**src/rtl/boot_sequencer.sv**
```systemverilog
// boot_sequencer: copies the boot ROM image into instruction RAM, reads it
// back to verify, then releases the CPU and hands the RAM address port to
// the CPU program counter. A reload can be requested from RUN or ERROR.
module boot_sequencer #(
    parameter int BOOT_WORDS = 256
) (
    input  logic        clk,
    input  logic        reset,
    input  logic        start,
    output logic [15:0] rom_addr,
    input  logic [15:0] rom_data,
    output logic [15:0] ram_addr,
    output logic [15:0] ram_din,
    output logic        ram_we,
    input  logic [15:0] ram_dout,
    input  logic [15:0] cpu_pc,
    output logic        cpu_hold,
    output logic        done,
    output logic        error,
    output logic [15:0] err_addr
);

    typedef enum logic [2:0] {
        INIT,
        COPY,
        VERIFY,
        RUN,
        ERROR
    } state_t;

    localparam logic [15:0] LAST   = 16'(BOOT_WORDS - 1);
    localparam logic [15:0] NWORDS = 16'(BOOT_WORDS);

    state_t      state, state_nxt;
    logic [15:0] cnt;
    logic        vld_p0;
    logic [15:0] exp_p0;
    logic [15:0] chk_addr_p0;
    logic [15:0] err_addr_r;

    logic        issue;
    logic        mismatch;
    logic        last_cmp;
    logic        reload;

    assign issue    = (state == VERIFY) && (cnt < NWORDS);
    assign mismatch = vld_p0 && (ram_dout != exp_p0);
    assign last_cmp = vld_p0 && (chk_addr_p0 == LAST);
    assign reload   = ((state == RUN) || (state == ERROR)) && start;

    // State register
    always_ff @(posedge clk or posedge reset) begin
        if (reset) state <= INIT;
        else       state <= state_nxt;
    end

    // Next-state logic
    always_comb begin
        state_nxt = state;
        case (state)
            INIT:    state_nxt = COPY;
            COPY:    if (cnt == LAST) state_nxt = VERIFY;
            VERIFY: begin
                if (mismatch)      state_nxt = ERROR;
                else if (last_cmp) state_nxt = RUN;
            end
            RUN:     if (start) state_nxt = COPY;
            ERROR:   if (start) state_nxt = COPY;
            default: state_nxt = INIT;
        endcase
    end

    // Word counter shared by the copy and verify-issue passes
    always_ff @(posedge clk or posedge reset) begin
        if (reset) begin
            cnt <= 16'd0;
        end else begin
            case (state)
                COPY:    cnt <= (cnt == LAST) ? 16'd0 : cnt + 16'd1;
                VERIFY:  if (issue) cnt <= cnt + 16'd1;
                default: cnt <= 16'd0;
            endcase
        end
    end

    // Verify issue -> compare stage boundary: valid flag for the pending read
    always_ff @(posedge clk or posedge reset) begin
        if (reset) vld_p0 <= 1'b0;
        else       vld_p0 <= issue && (state_nxt == VERIFY);
    end

    // Verify issue -> compare stage boundary: expected word and its address
    always_ff @(posedge clk) begin
        if (issue) begin
            exp_p0      <= rom_data;
            chk_addr_p0 <= cnt;
        end
    end

    // First mismatching address, held until a reload or reset
    always_ff @(posedge clk or posedge reset) begin
        if (reset)                             err_addr_r <= 16'd0;
        else if (state == VERIFY && mismatch)  err_addr_r <= chk_addr_p0;
        else if (state == ERROR && reload)     err_addr_r <= 16'd0;
    end

    // Port muxing and status decoded from the registered state
    always_comb begin
        rom_addr = 16'd0;
        ram_addr = 16'd0;
        ram_din  = 16'd0;
        ram_we   = 1'b0;
        cpu_hold = 1'b1;
        done     = 1'b0;
        error    = 1'b0;
        case (state)
            COPY: begin
                rom_addr = cnt;
                ram_addr = cnt;
                ram_din  = rom_data;
                ram_we   = 1'b1;
            end
            VERIFY: begin
                rom_addr = cnt;
                ram_addr = cnt;
            end
            RUN: begin
                ram_addr = cpu_pc;
                cpu_hold = 1'b0;
                done     = 1'b1;
            end
            ERROR:   error = 1'b1;
            default: ;
        endcase
    end

    assign err_addr = err_addr_r;

endmodule

```
**config.mk**
```make
export PLATFORM = sky130hd
export DESIGN_NAME = boot_sequencer
export DESIGN_NICKNAME = d
export VERILOG_FILES = /design/src/rtl/boot_sequencer.sv
export SDC_FILE = /design/constraint.sdc
export NUM_CORES = 1
export LEC_CHECK = 0
export BUFFER_PORTS_ARGS = -buffer_cell sky130_fd_sc_hd__clkbuf_2
export CAP_MARGIN = 20
export CORE_ASPECT_RATIO = 1.25
export CORE_MARGIN = 4
export CORE_UTILIZATION = 47
export CTS_BUF_LIST = sky130_fd_sc_hd__clkbuf_8
export DETAILED_ROUTE_END_ITERATION = 16
export HOLD_SLACK_MARGIN = 0.12
export PLACE_DENSITY_LB_ADDON = 0.05
export REMOVE_ABC_BUFFERS = 1
export SLEW_MARGIN = 20
export SYNTH_ARGS = -nofsm -noshare
export SYNTH_HDL_FRONTEND = slang
export SYNTH_SLANG_ARGS = --single-unit
export TNS_END_PERCENT = 20
```
**constraint.sdc**
```tcl
create_clock -name clk -period 2 [get_ports clk]
set_input_delay 0.1 -clock clk [delete_from_list [all_inputs] [get_ports clk]]
set_output_delay 0.1 -clock clk [all_outputs]
set_load 0.005 [all_outputs]
```
Yosys cells after proc, flatten, opt, wreduce, memory -nomap -nowiden
Index checks and enable logic that the tools add are counted.

Reduce and logical (&&, ||, !) cells: 12. Multiplexer cells: 17. Add/sub/neg operators: 1. Equality and inequality tests: 9. Order comparisons: 1.

Operators by type and width (count): $mux 16 (6); $pmux 16 s2 (2); $eq 16x8->1 const B (2); $add 16x1->16 const B (1); $lt 16x9->1 const B (1); $ne 16x16->1 (1); $mux 3 (4); $pmux 3 s4 (1); $eq 3x2->1 const B (3); $logic_and 1x1->1 (7); $mux 1 (4); $reduce_or 2->1 (2); $eq 3x1->1 const B (1); $eq 3x3->1 const B (1); $logic_not 3->1 (1); $ne 2x2->1 const B (1); $reduce_bool 2->1 (1); $logic_or 1x1->1 (1).

Register bits: 68. Output and inout port bits: 68. Logic and storage cells: 46. Input bits: 51.

Logic depth before layout (Yosys ltp)
Depth after elaboration: 7. Depth in mapped cells: 7. Depth with buffers taken out: 6.

Least setup slack after synthesis
Ideal clock, no wire load.

Path type: register to register. From: register cnt[9]. To: register chk_addr_p0[0], enable pin. Required time: 1607 ps. Period minus slack after synthesis: 2109 ps. Data arrival time: 1717 ps. Buffers on the path: 0. Cell stages (with the launch flop): 3. Library setup time: 393 ps. Slack: -109 ps. Cell sequence: dfrtp_1 > nor4_4 > and3_1.

Longest elaborated chain between the ends: 2.

Ends and longest elaborated chain: start: declaration (RTL line 35) `logic [15:0] cnt;`; start signal: assignment (RTL line 79) `COPY: cnt <= (cnt == LAST) ? 16'd0 : cnt + 16'd1;`; start signal: assignment (RTL line 80) `VERIFY: if (issue) cnt <= cnt + 16'd1;`; $lt 16x9->1 (RTL line 46) `assign issue = (state == VERIFY) && (cnt < NWORDS);`; $logic_and 1x1->1 (RTL line 46); net issue (RTL line 41) `logic issue;`; end signal: assignment (RTL line 96) `chk_addr_p0 <= cnt;`; end: declaration (RTL line 38) `logic [15:0] chk_addr_p0;`.

The timed path passes the listed nets, and every way through them passes these cells. A chain may end at the register's enable or synchronous reset.

Final worst setup path
From: register state[2]. To: output port ram_addr[2].

Longest elaborated chain between the ends: 3. Elaborated cells on any way between the ends: 5. Classes of those cells: eq/ne (3); mux (1); reduce/logical (1).

Ends and longest elaborated chain: start: declaration (RTL line 34) `state_t state, state_nxt;`; start signal: assignment (RTL line 54) `else state <= state_nxt;`; $eq 3x2->1 / $eq 3x1->1 (equally long branches) (RTL line 116) `case (state)`; $reduce_or 2->1 (no line); $pmux 16 s2 (*) (RTL line 116); end: declaration (RTL line 12) `output logic [15:0] ram_addr,`.

Mark *: on every way between the ends. The rest lies on a longest branch, timed or not.

==> out/summary.txt <==
outcome: complete, no violations
count leader, synth: dfrtp_1
largest net degree at the start of global routing: 37
ANT cells: 0
Post-Route WL: 7761 um
crit end category: output pin
leakage: 2.355 nW
hold slack: 387.6 ps
# nets final: 505
Post-Synth Adder-Cell Area: 0.3704%
Worst Skew: 9.671 ps
pwr/cell area: 809.6 mW/mm^2
total power: 3.744 mW
Slew HR: 64.51%
Post-Synth XOR/XNOR Area: 7.259%
Fillers: 576
Die Width: 83.83 um
RSZ-0062 raised after global routing: no
Residual DRC: 0
worst reg-to-reg path cell count: 6
initial DRC count: 84
placed cell count: 512
Pins Over Slew Limit: 0
Port-buffer cells: 118
Worst path slowest cell: dfrtp_2
Sequential Area: 0.001863 mm^2
DIE HEIGHT: 102.8 um
Non-Filler Instances: 548
CP Buf/Inv Count: 2
mux contribution to synthesized area: 5.037%
Final GP Congestion: 0.7997
die area: 0.008617 mm^2
Async S/R FF share, synth: 52.94%
Max clock buf depth: 2
clock slew at the register clock pins of the worst setup and hold paths: 80 ps
synth-to-layout area growth: 36.89%
GRT Util Overall: 19.23%
core area: 0.006977 mm^2
hold crit path type: in2async
worst setup path category: reg2out
setup TNS: 0 ps
critical path's top delay family: simple AND/OR/NAND/NOR gates
Yosys top cell by area: edfxtp_1
FF-to-FF setup slack: 180 ps
CP Data Arrival Time: 1830 ps
first-pass GRT wire length: 13,010 um
initial antenna violation count: 0
max_cap viols: 0
Post-Syn Area per Cell: 11.49 um^2
CTS root buf: clkbuf_8
Syn Inst Count: 294
CP startpoint: state[2]$_DFF_PP0_
total global routing overflow: 0
required time worst endpoint: 1900 ps
CP Cell Sequence: or3b_4 > nand2_1 > buf_6 > and2_1 > a21o_1 > clkbuf_2
sequential cell area fraction in the yosys report: 55.11%
footprint of the multi-input gates: 0.001386 mm^2
Worst R2R Start: exp_p0[5]$_DFFE_PP_
Main synth FF type: dfrtp_1
1st-pass router iterations: 4
Initial Utilization: 48.42%
Rows: 34
Startpoint Class: register
largest family of logic cells by synthesized area: simple AND/OR/NAND/NOR gates
post-synthesis cell type count: 38
maximum vdd ir drop: 0.9104 mV
Yosys reg bits: 68
Synth top cells by count: 36 x dfrtp_1, 34 x and2_1, 32 x edfxtp_1
Worst-Skew Late Latency: 340 ps
Syn. warnings: 0
ranking of synthesized cells by area: edfxtp_1 28%, dfrtp_1 27%, and2_1 6.3%, mux2i_1 5.0%, xor2_1 4.1%
CTS Sinks: 68
EDFF count, synth: 32
final worst path period share: 96.31%
slowest cell delay on critical path: 420 ps
post-synthesis cell area: 0.003378 mm^2
Num CTS Buffers: 9
final setup fails: 0
Via density: 4.940
dpl hpwl: 5928 um
H-tree depth: 3
Fmax: 519.2 MHz
routed via count: 2,707
Worst Path Max Fanout: 10
Synth Area in Compound Gates: 6.037%
Post-DRT Antenna Nets: 0
top cell type's share of synthesized area: 28.44%
final hold vios: 0
layout cell share with drive strength beyond 1: 37.34%
wire length per cell: 14.16 um
Final Critical Period: 1926 ps
CTS tree: built
Worst Max-Slew Pin Slew: 531.1 ps
vias in the first global route: 2,681
IO Count: 119
reg2reg end: err_addr[5]$_DFFE_PP0P_
Post-Synth Simple-Gate Area: 22.26%
==> layout by cell type (no fill, tap or decap), types with 3 or more instances in the layout <==
cell type | netlist | layout
buf_4 | 2 | 18
xnor2_1 | 12 | 12
buf_12 | 0 | 3
clkbuf_2 | 0 | 118
a21oi_1 | 5 | 5
edfxtp_1 | 32 | 32
a21o_1 | 18 | 18
dlygate4sd3_1 | 0 | 18
nand3_1 | 6 | 6
nand4_1 | 7 | 7
nor4_1 | 6 | 6
nand2_1 | 27 | 27
clkbuf_8 | 0 | 12
nor2_1 | 15 | 15
xor2_1 | 16 | 16
dfrtp_1 | 36 | 35
mux2i_1 | 17 | 17
and2_1 | 34 | 33
nor3_2 | 4 | 4
inv_1 | 19 | 20
==> power breakdown <==
part / internal (mW) / switching (mW) / leakage, nW
Clock: 0.674 / 0.505 / 0.106
Combinational: 0.471 / 0.464 / 1.45
Sequential: 1.54 / 0.0878 / 0.802
Total: 2.69 / 1.06 / 2.35
==> layout make-up <==
type / instances / area share (%)
Sequential cell: 68 / 40.29
Multi-Input combinational cell: 197 / 29.98
Clock buffer: 12 / 3.571
Inverter: 19 / 1.542
Tap cell: 90 / 2.435
Timing Repair Buffer: 158 / 21.13
Clock inverter: 4 / 1.055
==> registers in the layout (all words and copies together), names as in the netlist <==
| signal | cells |
|---|---|
| exp_p0 | 16 |
| vld_p0 | 1 |
| state | 3 |
| err_addr | 16 |
| chk_addr_p0 | 16 |
| cnt | 16 |
==> worst max-delay path by stage <==
stage	to	slack, ps	depth (start not counted)
4_1_cts	ram_addr[3]	20	6
2_1_floorplan	chk_addr_p0[0]$_DFFE_PP_	-110	2
3_5_place_dp	err_addr[5]$_DFFE_PP0P_	170	6
6_report	ram_addr[2]	70	6
5_1_grt	ram_addr[3]	2	6
3_3_place_gp	err_addr[12]$_DFFE_PP0P_	240	6
==> logic make-up after synthesis <==
group | count (synthesis)
xor+xnor | 28
simple gates | 123
compound gates | 28
flops | 68
fa+ha+maj | 1
mux | 17
buf+inv | 29
==> tightest hold or removal path: cells and delay by family <==
family | cells | cell delay (ps)
buffers and inverters | 4 | 1070
==> repair_timing <==
action | 4_1_cts | 5_1_grt
setup endpoints to repair | 2 | 2
gates cloned | 0 | 0
pin swaps | 0 | 0
setup buffers | 2 | 0
resized for setup | 1 | 2
endpoints found under the hold margin | 54 | 0
hold buffers | 18 | 0
==> metrics by stage <==
step	setup slack, ps	utilization, %	instance area [um^2]
global placement	237.4	60.31	4208
CTS	16.60	66.19	4618
floorplan	-109.4	-	3317
global route	1.793	66.28	4624
detailed placement	174.8	60.31	4208
finish	73.79	66.28	4624
==> metal layers <==
metal / global-route usage, % / vias to the layer above / share of wire [%]
met5: 0 / - / 0
met4: 8.663 / 0 / 1.9
met3: 3.277 / 13 / 4.6
met2: 31.72 / 77 / 50
met1: 25.17 / 1282 / 44
li1: - / 1335 / -
(Power assumes the default switching activity.)
